<file path="src/rtl/counter_pkg.sv">
// Shared types and constants for the up/down hex counter and its display decoder.
package counter_pkg;

   typedef enum logic [1:0] {
      WRAP      = 2'b00,
      SATURATE  = 2'b01,
      RELOAD    = 2'b10,
      MODE_RSVD = 2'b11
   } cnt_mode_t;

   // Entry n is the active-high dp,gfedcba pattern for hex digit n.
   localparam logic [15:0][7:0] SEG_HEX = {
      8'h71, 8'h79, 8'h5E, 8'h39, 8'h7C, 8'h77, 8'h6F, 8'h7F,
      8'h07, 8'h7D, 8'h6D, 8'h66, 8'h4F, 8'h5B, 8'h06, 8'h3F
   };

endpackage

</file>
<file path="src/rtl/hex7seg.sv">
// Combinational hex digit to 7-segment decoder, decimal point always off.
module hex7seg
   import counter_pkg::*;
(
   input  logic [3:0] hex_i,
   output logic [7:0] seg_o
);

   assign seg_o = SEG_HEX[hex_i];

endmodule

</file>
<file path="src/rtl/updown_counter_hex.sv">
// Up/down counter with load, enable, selectable boundary mode, terminal-count pulse
// and a registered multi-digit hex 7-segment display.
module updown_counter_hex
   import counter_pkg::*;
#(
   parameter int unsigned WIDTH   = 8,
   parameter int unsigned MAX_VAL = 2**WIDTH - 1,
   parameter int unsigned NDIGITS = (WIDTH + 3) / 4
) (
   input  logic                   clk_2,
   input  logic                   reset,
   input  logic                   en,
   input  logic                   up,
   input  logic                   load,
   input  logic [WIDTH-1:0]       load_val,
   input  logic [1:0]             mode,
   output logic [WIDTH-1:0]       count,
   output logic                   tc,
   output logic [8*NDIGITS-1:0]   seg
);

   localparam logic [WIDTH-1:0] MaxV  = WIDTH'(MAX_VAL);
   localparam int unsigned      NBits = 4 * NDIGITS;

   logic [WIDTH-1:0] count_q, count_d;
   logic             tc_q, tc_d;
   logic [WIDTH-1:0] disp_q;
   logic [WIDTH-1:0] clamp_val;
   logic [WIDTH-1:0] bound_val;
   logic             at_bound;
   logic [NBits-1:0] disp_ext;
   cnt_mode_t        mode_e;

   assign mode_e    = cnt_mode_t'(mode);
   assign clamp_val = (load_val > MaxV) ? MaxV : load_val;
   assign at_bound  = up ? (count_q == MaxV) : (count_q == '0);

   // Value taken when a step would leave the 0..MAX_VAL range.
   always_comb begin
      bound_val = up ? '0 : MaxV;
      case (mode_e)
         SATURATE: bound_val = count_q;
         RELOAD:   bound_val = clamp_val;
         default:  bound_val = up ? '0 : MaxV;
      endcase
   end

   always_comb begin
      count_d = count_q;
      tc_d    = 1'b0;
      if (load) begin
         count_d = clamp_val;
      end else if (en) begin
         if (at_bound) begin
            count_d = bound_val;
            tc_d    = 1'b1;
         end else if (up) begin
            count_d = count_q + WIDTH'(1);
         end else begin
            count_d = count_q - WIDTH'(1);
         end
      end
   end

   always_ff @(posedge clk_2 or posedge reset) begin
      if (reset) begin
         count_q <= '0;
         tc_q    <= 1'b0;
         disp_q  <= '0;
      end else begin
         count_q <= count_d;
         tc_q    <= tc_d;
         disp_q  <= count_q;
      end
   end

   assign count    = count_q;
   assign tc       = tc_q;
   assign disp_ext = NBits'(disp_q);

   for (genvar k = 0; k < NDIGITS; k++) begin : g_digit
      hex7seg u_hex7seg (
         .hex_i (disp_ext[4*k +: 4]),
         .seg_o (seg[8*k +: 8])
      );
   end

endmodule
</file>
<file path="config.mk">
export PLATFORM = sky130hd
export DESIGN_NAME = updown_counter_hex
export DESIGN_NICKNAME = d
export VERILOG_FILES = /design/src/rtl/counter_pkg.sv /design/src/rtl/hex7seg.sv /design/src/rtl/updown_counter_hex.sv
export SDC_FILE = /design/constraint.sdc
export NUM_CORES = 1
export LEC_CHECK = 0
export CORE_MARGIN = 3
export CORE_UTILIZATION = 30
export CTS_CLUSTER_SIZE = 12
export DETAILED_ROUTE_END_ITERATION = 7
export PLACE_DENSITY = 0.51
export SYNTH_ARGS = -nofsm -noshare
export SYNTH_HDL_FRONTEND = slang
export SYNTH_SLANG_ARGS = --single-unit
</file>
<file path="constraint.sdc">
create_clock -name clk_2 -period 5.1 [get_ports clk_2]
set_clock_uncertainty 0.2 [all_clocks]
set_input_delay 1.02 -clock clk_2 [delete_from_list [all_inputs] [get_ports clk_2]]
set_output_delay 1.02 -clock clk_2 [all_outputs]
set_load 0.1 [all_outputs]
</file>
Yosys cells after proc, flatten, opt, wreduce, memory -nomap -nowiden:

Memory sizes are Yosys's and may differ from the RTL's.
Index checks and enable logic that the tools add are counted.

* register bits: 17
* latch bits: 0
* RAM bits: 0
* bits in read-only memories: 256
* input bits: 15
* output and inout port bits: 25
* logic and storage cells: 30
* memories: 2

* $add $sub $neg: 2
* multiply operators: 0
* divide/modulo/power cells: 0
* $lt $le $gt $ge: 3
* eq/ne operators: 4
* shift operators: 0
* mux-type cells: 13
* bitwise gates (word level): 0
* reduce and logical (&&, ||, !) cells: 3

Memory list
* (name not given): depth 16, width 8, rd ports 1, clocked after Yosys merged registers in 0, write ports 0, RTL line hex7seg.sv:9 `assign seg_o = SEG_HEX[hex_i];`
* (name not given): depth 16, width 8, rd ports 1, clocked after Yosys merged registers in 0, write ports 0, RTL line hex7seg.sv:9

Operators with widths (count)
* two-way mux 8 bit: 8
* one-hot mux 8 bit (2 select lines): 1
* less-than comparator 4 x 5 -> 1 bit (second input constant): 2
* adder 8 x 1 -> 8 bit (second input constant): 1
* equality test 8 bit (second input constant): 1
* > comparator 8 bit (second input constant): 1
* zero test 8 bit: 1
* subtractor 8 x 1 -> 8 bit (second input constant): 1
* two-way mux 1 bit: 4
* inequality test 3 bit (second input constant): 1
* equality test 2 x 1 -> 1 bit (second input constant): 1
* equality test 2 bit (second input constant): 1
* AND reduction 2 bit: 1
* nonzero test 2 bit: 1

Logic depth before layout (Yosys ltp):

Gate-level depths: netlist (run 1).

* word-level depth: 6
* gate-level depth with buffers: 7
* depth with buffers taken out: 7

Modules after synthesis:

A second synthesis (run 1) with hierarchy kept.

* cells, all modules: 196
* area, all modules: 1805.5 um^2

By module, submodules not included
* updown_counter_hex: times used 1, cells each 126, area each 1212.4 um^2, sequential area each 425.4 um^2
* hex7seg (g_digit[1].u_hex7seg): times used 1, cells each 35, area each 299.0 um^2, sequential area each 0.0 um^2
* hex7seg (g_digit[0].u_hex7seg): times used 1, cells each 35, area each 294.0 um^2, sequential area each 0.0 um^2

Worst setup path after synthesis (run 1):

Ideal clock, no wire load.

* path kind: reg2out
* start: register disp_q[3] (netlist: disp_ext[3])
* end: output seg[0]
* data arrival time: 3.089 ns
* required time: 3.880 ns
* path slack: 0.791 ns
* stages on the path, launching flop included: 4
* path buffers: 1
* cell sequence: dfrtp_1 clkbuf_1 xnor2_1 a221oi_1

* cells in the longest elaborated chain, start to end: 2

RTL lines
* start, declared: RTL line updown_counter_hex.sv:27 `logic [WIDTH-1:0] disp_q;`
* start signal, assigned: RTL line updown_counter_hex.sv:73 `disp_q <= count_q;`
* memory (16 x 8 bit)
* two-way mux 8 bit (not written as such): RTL line hex7seg.sv:9
* end, declared: RTL line updown_counter_hex.sv:19 `output logic [8*NDIGITS-1:0] seg`

Every way passes these cells. The select of a mux whose other input is x is not followed.

Worst setup path in the final report (run 1):

* start: register disp_q[1] (netlist: disp_ext[1])
* end: output seg[3]

The elaborated chain is that of the path after synthesis.

==> flow_metrics.env, run 1 <==
export IMPL_synth_seq_cells=17
export IMPL_antenna_cells=0
export IMPL_fp_dieW_um=80.73
export IMPL_ctsResizeCount=0
export IMPL_synth_cell_types=48
export IMPL_synthCells=198
export IMPL_hold_path_class="reg2reg"
export IMPL_gr_total_overflow=0
export IMPL_crit_type="reg2out"
export IMPL_reg2reg_depth=5
export IMPL_max_stage_delay_ns=1.12
export IMPL_crit_chain="inv_1, ha_1, inv_1, mux4_2, inv_1, clkdlybuf4s50_1"
export IMPL_synth_top_area_share_pct=25.39
export IMPL_cts_max_path_buffers=2
export IMPL_wl_per_cell_um=13.73
export IMPL_cts_root_buf="clkbuf_8"
export IMPL_hold_viol_final=0
export IMPL_p_leak_uw=0.0009046
export IMPL_cp_max_fo=5
export IMPL_cts_clk_slew_worst_paths_ns=0.06
export IMPL_drc=0
export IMPL_crit_family="buffers and inverters"
export IMPL_ios=40
export IMPL_insertion_delay_ns=0.25
export IMPL_antenna_left=0
export IMPL_drt_initial_drc_count=78
export IMPL_ff2ff_setup_slack_ns=2.75
export IMPL_fin_crit_ns=3.923
export IMPL_synth_area_mm2=0.001675
export IMPL_slew_headroom_pct=34.89
export IMPL_gp_congestion=0.7860
export IMPL_setup_violations=0
export IMPL_status="finished, final reports clean"
export IMPL_drive_above_1_share_pct=6.550
export IMPL_dp_hpwl_um=3254
export IMPL_grt_max_degree=18
export IMPL_vias_per_cell=5.120
export IMPL_max_cap_violations=0
export IMPL_grt_pass1_wl_um=6906
export IMPL_fp_row_count=26
export IMPL_globalRouteTotalUtil_pct=13.45
export IMPL_mostFrequentLayoutCell="clkdlybuf4s50_1"
export IMPL_numCtsBuffers=3
export IMPL_vias=1531
export IMPL_nets=266
export IMPL_synth_edf_count=0
export IMPL_cp_arrival_ns=2.70
export IMPL_startpoint_type="flip-flop"
export IMPL_cts_tree="done"
export IMPL_h_tree_depth=1
export IMPL_drv_slew=0
export IMPL_area_growth_syn_to_layout_pct=26.66
export IMPL_synth_ff_type="dfrtp_1"
export IMPL_crit_cells=6
export IMPL_die_height_um=80.73
export IMPL_worst_pin_slew_ns=0.9736
export IMPL_path_common_cell="inv_1"
export IMPL_fmax_mhz=254.9
export IMPL_holdPathStages=0
export IMPL_peakVddDrop_mv=0.2380
export IMPL_coreArea_mm2=0.005238
export IMPL_totalWireLength_um=4105
export IMPL_rsz0062_at_grt="false"
export IMPL_seq_area_frac_synth_pct=25.39
export IMPL_dp_cells=295
export IMPL_io_buffers=37
export IMPL_worst_path_max_delay_cell="clkdlybuf4s50_1"
export IMPL_required_ns=3.88
export IMPL_yosysWarnings=0
export IMPL_fin_crit_sh_pct=76.92
export IMPL_final_cell_mix="37 x clkdlybuf4s50_1, 20 x ha_1, 19 x inv_1"
export IMPL_cp_buffers_inverters=4
export IMPL_grt_pass1_vias=1468
export IMPL_die_area_mm2=0.006517
export IMPL_drt_pass1_iter_count=4
export IMPL_critPathCaptureType="output pin"
export IMPL_stdcell_count=299
export IMPL_yosysTopAreaCell="dfrtp_1"
export IMPL_power_density_mw_per_mm2=439.1
export IMPL_initial_core_util_pct=31.99
export IMPL_syn_avg_cell_area_um2=8.461
export IMPL_synth_area_leaders="dfrtp_1 25%, ha_1 15%, inv_1 4.3%, o21ai_0 3.9%, a211oi_1 3.6%"
export IMPL_hold_buffers=0
export IMPL_async_flop_share_pct=100.0
export IMPL_cts_sinks=17
export IMPL_antenna_found_initial=0
export IMPL_setup_tns_ns=0
export IMPL_cts_setup_buffers=0
-- where the power goes --
| part | internal [uW] | switching [uW] | total, uW | leakage [uW] |
|---|---|---|---|---|
| Combinational | 177 | 456 | 633 | 0.000686 |
| Sequential | 156 | 45.9 | 202 | 0.000194 |
| Clock | 54.0 | 43.0 | 97.0 | 0.0000255 |
| Total | 387 | 545 | 932 | 0.000905 |
-- Yosys cell counts (4+ instances only) --
master,instances
a221oi_1,5
nand3_1,5
ha_1,20
a21oi_1,9
clkbuf_1,6
nor2b_1,5
nand2_1,13
nor3_1,7
nor2_1,14
dfrtp_1,17
inv_1,19
a211oi_1,8
o21ai_0,13
a31oi_1,4
buf_4,4
-- cell type report --
type,count,area (um^2)
fillers,540,3115
multi-input cells,150,1110
flip-flops and latches,17,425.4
repair buffers,38,377.9
well taps,70,87.58
inverters,20,75.07
clock buffers,3,41.29
clock inverters,1,5.005
-- final timing paths --
path,start,end
min,count[1],disp_ext[1]
min reg2reg,count[1],disp_ext[1]
max reg2reg,count[0],count[0]
max,disp_ext[1],seg[3]
max in group asynchronous,reset,disp_ext[1]
min in group asynchronous,reset,disp_ext[5]
-- layer usage --
layer	track usage [%]	vias up	wire (um)
met5	0	-	0
met4	6.419	0	121
met1	18.95	673	1904
met3	1.441	8	286
li1	-	776	-
met2	20.53	74	1793
-- metrics by stage --
| stage | cell area (um^2) | hold slack [ns] | utilization (%) | setup WS, ns | power (uW) |
|---|---|---|---|---|---|
| floorplan | 1679 | 0.7461 | - | 0.7909 | 697.1 |
| global placement | 2076 | 0.2819 | 39.63 | 1.443 | 843.4 |
| detailed placement | 2076 | 0.2770 | 39.63 | 1.426 | 841.3 |
| CTS | 2122 | 0.2942 | 40.52 | 1.156 | 940.3 |
| global route | 2122 | 0.3047 | 40.52 | 1.073 | 986.4 |
| finish | 2122 | 0.2842 | 40.52 | 1.177 | 931.9 |
-- flip-flops by register name, indices dropped and copies added (netlist names) --
register / flops
count: 8
disp_ext: 8
tc: 1
-- worst register-to-register path, stage by stage (launching register included) --
cell	delay, ns
dfrtp_1	0.49
nor4_1	0.32
and4_4	0.35
or2_1	0.30
mux2_4	0.34
a221oi_2	0.27
-- kinds of logic after synthesis --
| group | after synthesis | synth area share, % |
|---|---|---|
| adders and majority gates | 21 | 16.13 |
| buffers and inverters | 32 | 8.588 |
| AOI/OAI and AO/OA | 59 | 24.94 |
| DFF | 17 | 25.39 |
| other | 1 | 0.2238 |
| muxes | 6 | 4.929 |
| and+or+nand+nor | 57 | 17.18 |
| xor gates and xnor gates | 5 | 2.614 |
Note: power is estimated with default switching activity, not from simulation.
==> inputs of run 2 (changes only) <==
--- a/config.mk
+++ b/config.mk
@@ -9,7 +9,7 @@
 export CORE_UTILIZATION = 30
 export CTS_CLUSTER_SIZE = 12
 export DETAILED_ROUTE_END_ITERATION = 7
-export PLACE_DENSITY = 0.51
+export PLACE_DENSITY = 0.53
 export SYNTH_ARGS = -nofsm -noshare
 export SYNTH_HDL_FRONTEND = slang
 export SYNTH_SLANG_ARGS = --single-unit
==> constraint.sdc (replaced) <==
create_clock -name clk_2 -period 3.2 [get_ports clk_2]
set_clock_uncertainty 0.2 [all_clocks]
set_input_delay 0.64 -clock clk_2 [delete_from_list [all_inputs] [get_ports clk_2]]
set_output_delay 0.64 -clock clk_2 [all_outputs]
set_load 0.1 [all_outputs]
==> run 2 against run 1 <==
Effect of this change: die area did not move; total power rose by 61%; final cell count rose by 1.0%; clock power rose by 68%; design area fell by 0.29%; flip-flop and latch count did not move; routed wire length rose by 8.2%; setup slack got worse by 0.80 ns; core utilization fell by 0.12 points; highest routed layer unchanged; combinational power rose by 61%.
==> flow_metrics.env, run 2 (synthesis results as in run 1) <==
export IMPL_status="finished, final reports clean"
export IMPL_ios=40
export IMPL_hold_path_class="reg2reg"
export IMPL_critPathCaptureType="flip-flop"
export IMPL_max_stage_delay_ns=0.49
export IMPL_ctsResizeCount=0
export IMPL_drive_above_1_share_pct=18.97
export IMPL_cp_arrival_ns=2.77
export IMPL_cts_tree="done"
export IMPL_cp_max_fo=10
export IMPL_mostFrequentLayoutCell="buf_4"
export IMPL_vias=1584
export IMPL_gp_congestion=0.8572
export IMPL_gr_total_overflow=0
export IMPL_antenna_cells=0
export IMPL_required_ns=3.15
export IMPL_fp_dieW_um=80.73
export IMPL_total_power_uw=1503
export IMPL_worst_path_max_delay_cell="clkdlybuf4s50_1"
export IMPL_crit_chain="clkdlybuf4s50_1, inv_2, fa_1, a211oi_1, nor2_1, nor4_1, a31oi_1, a221oi_1"
export IMPL_p_leak_uw=0.0009429
export IMPL_antenna_found_initial=0
export IMPL_globalRouteTotalUtil_pct=14.20
export IMPL_fmax_mhz=354.0
export IMPL_hold_buffers=0
export IMPL_cts_clk_slew_worst_paths_ns=0.07
export IMPL_cp_buffers_inverters=2
export IMPL_max_cap_violations=0
export IMPL_antenna_left=0
export IMPL_rsz0062_at_grt="false"
export IMPL_grt_max_degree=18
export IMPL_drc=0
export IMPL_setup_tns_ns=0
export IMPL_dp_hpwl_um=3408
export IMPL_startpoint_type="input pin"
export IMPL_swShare_pct=59.28
export IMPL_grt_pass1_wl_um=7320
export IMPL_pwr_share_seq_pct=21.6
export IMPL_fp_row_count=26
export IMPL_cts_max_path_buffers=2
export IMPL_register_area_um2=425.4
export IMPL_final_cell_mix="26 x buf_4, 20 x ha_1, 19 x inv_1"
export IMPL_nFillCells=538
export IMPL_nets=269
export IMPL_worst_pin_slew_ns=0.6605
export IMPL_area_growth_syn_to_layout_pct=26.29
export IMPL_pwr_share_comb_pct=67.6
export IMPL_die_area_mm2=0.006517
export IMPL_io_buffers=37
export IMPL_die_height_um=80.73
export IMPL_hold_viol_final=0
export IMPL_crit_family="compound AO/OA/AOI/OAI gates"
export IMPL_vias_per_cell=5.245
export IMPL_crit_type="in2reg"
export IMPL_insertion_delay_ns=0.25
export IMPL_h_tree_depth=1
export IMPL_drv_slew=0
export IMPL_drt_initial_drc_count=47
export IMPL_power_frac_clock_pct=10.9
export IMPL_initial_core_util_pct=31.99
export IMPL_multi_input_area_mm2=0.001126
export IMPL_cts_sinks=17
export IMPL_grt_pass1_vias=1550
export IMPL_setup_violations=0
export IMPL_coreArea_mm2=0.005238
export IMPL_numCtsBuffers=3
export IMPL_p_sw_uw=890.7
export IMPL_cts_setup_buffers=0
export IMPL_wl_per_cell_um=14.70
export IMPL_drt_pass1_iter_count=4
export IMPL_fin_crit_sh_pct=88.29
export IMPL_slew_headroom_pct=55.92
export IMPL_power_density_mw_per_mm2=710.2
export IMPL_totalWireLength_um=4440
export IMPL_cts_root_buf="clkbuf_8"
export IMPL_fin_crit_ns=2.825
export IMPL_p_int_uw=611.9
export IMPL_peakVddDrop_mv=0.3976
## run 2: worst paths after layout
kind,from,depth (start not counted),slack (ns),end
hold / removal,count[1],0,0.29,disp_ext[1]
hold reg to reg,count[1],0,0.29,disp_ext[1]
max in group asynchronous,reset,2,1.80,count[6]
setup / recovery,up,8,0.37,count[4]
setup reg to reg,count[0],5,0.81,count[0]
min in group asynchronous,reset,2,0.58,disp_ext[4]
## run 2: worst register-to-register path, cell delays in order, from the launching register on
cell	delay [ns]
dfrtp_1	0.50
nor4_1	0.34
and4_4	0.36
or2_1	0.31
mux2_4	0.34
a221oi_2	0.26
## run 2: layout make-up
class	count	area share, %
clock buffers	3	1.952
clock inverters	1	0.2365
inverters	20	3.548
multi-input cells	150	53.22
flip-flops and latches	17	20.11
well taps	70	4.140
repair buffers	41	16.79
## run 2: stage by stage
step                      util [%]  instances  hold WS, ns  setup WS (ns)  instance area, um^2
after floorplan                  -        199       0.3661        0.03832                 1695
after global placement       39.51        298       0.2820         0.1917                 2069
after detailed placement     39.51        298       0.2875         0.1307                 2069
after CTS                    40.40        302       0.3038         0.3740                 2116
after global routing         40.40        302       0.3307         0.1815                 2116
final                        40.40        302       0.2944         0.3748                 2116
## run 2: per-layer routing
layer	global-route usage (%)	routed length, um	share of wire, %
met5	0	0	0
met4	4.899	110	2.5
met3	1.774	238	5.4
met2	23.68	2001	45
met1	18.99	2089	47
## run 2: power by group through the flow
stage               combinational, uW  clock, uW  sequential [uW]
global placement                 1020          0              328
CTS                              1020        163              325
finish                           1020        163              324
floorplan                         710          0              414
detailed placement               1020          0              329
global route                     1080        176              334
==> inputs of run 3 (changes only) <==
--- a/config.mk
+++ b/config.mk
@@ -5,11 +5,12 @@
 export SDC_FILE = /design/constraint.sdc
 export NUM_CORES = 1
 export LEC_CHECK = 0
+export CAP_MARGIN = 20
 export CORE_MARGIN = 3
 export CORE_UTILIZATION = 30
 export CTS_CLUSTER_SIZE = 12
 export DETAILED_ROUTE_END_ITERATION = 7
-export PLACE_DENSITY = 0.53
+export PLACE_DENSITY = 0.51
 export SYNTH_ARGS = -nofsm -noshare
 export SYNTH_HDL_FRONTEND = slang
 export SYNTH_SLANG_ARGS = --single-unit
==> constraint.sdc (replaced) <==
create_clock -name clk_2 -period 3.3 [get_ports clk_2]
set_clock_uncertainty 0.2 [all_clocks]
set_input_delay 0.66 -clock clk_2 [delete_from_list [all_inputs] [get_ports clk_2]]
set_output_delay 0.66 -clock clk_2 [all_outputs]
set_load 0.1 [all_outputs]
==> run 3 against run 2 <==
Effect of this change: register-to-register slack better by 0.13 ns; sequential share of layout area up 0.17 points; sequential power fell by 4%; core utilization fell by 0.33 points; via count shrank 2.4%; combinational power shrank 4%; global-route usage down 0.74 points; total power shrank 3.8%; die area stayed put; setup slack gained 0.12 ns; first-iteration DRC count up 15%; worst hold slack worse by 0.00070 ns.
==> flow_metrics.env, run 3 (synthesis results as in run 1) <==
export IMPL_status="finished, final reports clean"
export IMPL_dp_cells=297
export IMPL_antenna_left=0
export IMPL_pre_cts_ws_ns=0.2185
export IMPL_worst_pin_slew_ns=0.6430
export IMPL_grt_use_met3_pct=1.330
export IMPL_rsz0062_at_grt="false"
export IMPL_crit_chain="clkdlybuf4s50_1, inv_2, fa_1, a211oi_1, nor2_1, nor4_1, a31oi_1, a221oi_1"
export IMPL_fmax_mhz=356.9
export IMPL_die_height_um=80.73
export IMPL_drt_initial_drc_count=54
export IMPL_peakVddDrop_mv=0.2845
export IMPL_ctsResizeCount=0
export IMPL_cp_arrival_ns=2.76
export IMPL_h_tree_depth=1
export IMPL_cts_clk_slew_worst_paths_ns=0.07
export IMPL_fin_crit_sh_pct=84.90
export IMPL_area_growth_syn_to_layout_pct=25.24
export IMPL_register_area_um2=425.4
export IMPL_cts_tree="done"
export IMPL_p_leak_uw=0.0009367
export IMPL_nFillCells=568
export IMPL_worst_path_max_delay_cell="clkdlybuf4s50_1"
export IMPL_pwr_share_comb_pct=67.5
export IMPL_ff2ff_setup_slack_ns=0.94
export IMPL_cts_root_buf="clkbuf_8"
export IMPL_cts_setup_buffers=0
export IMPL_drt_pass1_iter_count=4
export IMPL_drc=0
export IMPL_fp_dieW_um=80.73
export IMPL_drive_above_1_share_pct=17.75
export IMPL_setup_violations=0
export IMPL_insertion_delay_ns=0.25
export IMPL_initial_core_util_pct=31.99
export IMPL_hold_path_class="reg2reg"
export IMPL_antenna_cells=0
export IMPL_crit_type="in2reg"
export IMPL_die_area_mm2=0.006517
export IMPL_fp_row_count=26
export IMPL_grt_pass1_wl_um=6844
export IMPL_power_frac_clock_pct=10.9
export IMPL_swShare_pct=59.12
export IMPL_nets=268
export IMPL_startpoint_type="input pin"
export IMPL_crit_family="compound AO/OA/AOI/OAI gates"
export IMPL_grt_max_degree=18
export IMPL_slew_headroom_pct=57.09
export IMPL_max_cap_violations=0
export IMPL_p_sw_uw=854.4
export IMPL_total_power_uw=1445
export IMPL_critPathCaptureType="flip-flop"
export IMPL_top_usage_layer="met2"
export IMPL_met2_usage_pct=22.68
export IMPL_fin_crit_ns=2.802
export IMPL_met1_usage_pct=17.16
export IMPL_cp_max_fo=10
export IMPL_globalRouteTotalUtil_pct=13.47
export IMPL_multi_input_area_mm2=0.001116
export IMPL_io_buffers=37
export IMPL_setup_ws_ns=0.4983
export IMPL_numCtsBuffers=3
export IMPL_p_int_uw=590.9
export IMPL_cts_max_path_buffers=2
export IMPL_wl_per_cell_um=13.79
export IMPL_stdcell_count=301
export IMPL_cp_buffers_inverters=2
export IMPL_postLayoutCoreUtil_pct=40.06
export IMPL_totalWireLength_um=4151
export IMPL_required_ns=3.25
export IMPL_hold_buffers=0
export IMPL_power_density_mw_per_mm2=688.8
export IMPL_grt_pass1_vias=1482
export IMPL_max_stage_delay_ns=0.50
export IMPL_setup_tns_ns=0
export IMPL_hold_viol_final=0
export IMPL_vias_per_cell=5.136
export IMPL_antenna_found_initial=0
export IMPL_gp_congestion=0.8247
export IMPL_ios=40
export IMPL_cts_sinks=17
export IMPL_dp_hpwl_um=3337
export IMPL_coreArea_mm2=0.005238
export IMPL_final_cell_mix="25 x buf_4, 20 x ha_1, 19 x inv_1"
export IMPL_drv_slew=0
export IMPL_gr_total_overflow=0
export IMPL_pwr_share_seq_pct=21.6
export IMPL_mostFrequentLayoutCell="buf_4"
export IMPL_vias=1546
==> run 3: final cells by class <==
type	instances	area share, %
clock buffers	3	1.968
clock inverters	1	0.2385
inverters	20	3.578
multi-input cells	150	53.19
flip-flops and latches	17	20.27
well taps	70	4.174
repair buffers	40	16.58
==> run 3: worst reg2reg max path, delay by kind of cell (launching register included) <==
kind / cells / cell delay [ns]
AO/OA/AOI/OAI: 1 / 0.27
flip-flops: 1 / 0.50
multiplexers: 1 / 0.34
AND/OR/NAND/NOR: 3 / 0.96
==> run 3: power groups by stage <==
| stage | registers [uW] | clock network [uW] | logic (uW) |
|---|---|---|---|
| 6_report | 312 | 157 | 976 |
| 5_1_grt | 321 | 171 | 1040 |
| 4_1_cts | 313 | 162 | 984 |
| 3_5_place_dp | 317 | 0 | 982 |
| 3_3_place_gp | 318 | 0 | 981 |
| 2_1_floorplan | 401 | 0 | 683 |
==> run 3: layer usage <==
metal	routed length (um)	vias up
li1	-	774
met1	1908	715
met2	1933	47
met3	190	10
met4	120	0
met5	0	-
==> run 3: path summary, 6_finish.rpt <==
| path | start | to | cells after the start |
|---|---|---|---|
| worst max-delay path | up | count[4] | 8 |
| worst max register to register | count[0] | count[0] | 5 |
| worst min-delay path | count[1] | disp_ext[1] | 0 |
| worst min register to register | count[1] | disp_ext[1] | 0 |
| max in group asynchronous | reset | count[7] | 2 |
| min in group asynchronous | reset | disp_ext[3] | 2 |
==> run 3: metrics by stage <==
step	area, um^2	hold WS [ns]
after global routing	2098	0.3242
after detailed placement	2052	0.2811
final	2098	0.2937
after CTS	2098	0.3005
after global placement	2052	0.2920
after floorplan	1685	0.3861
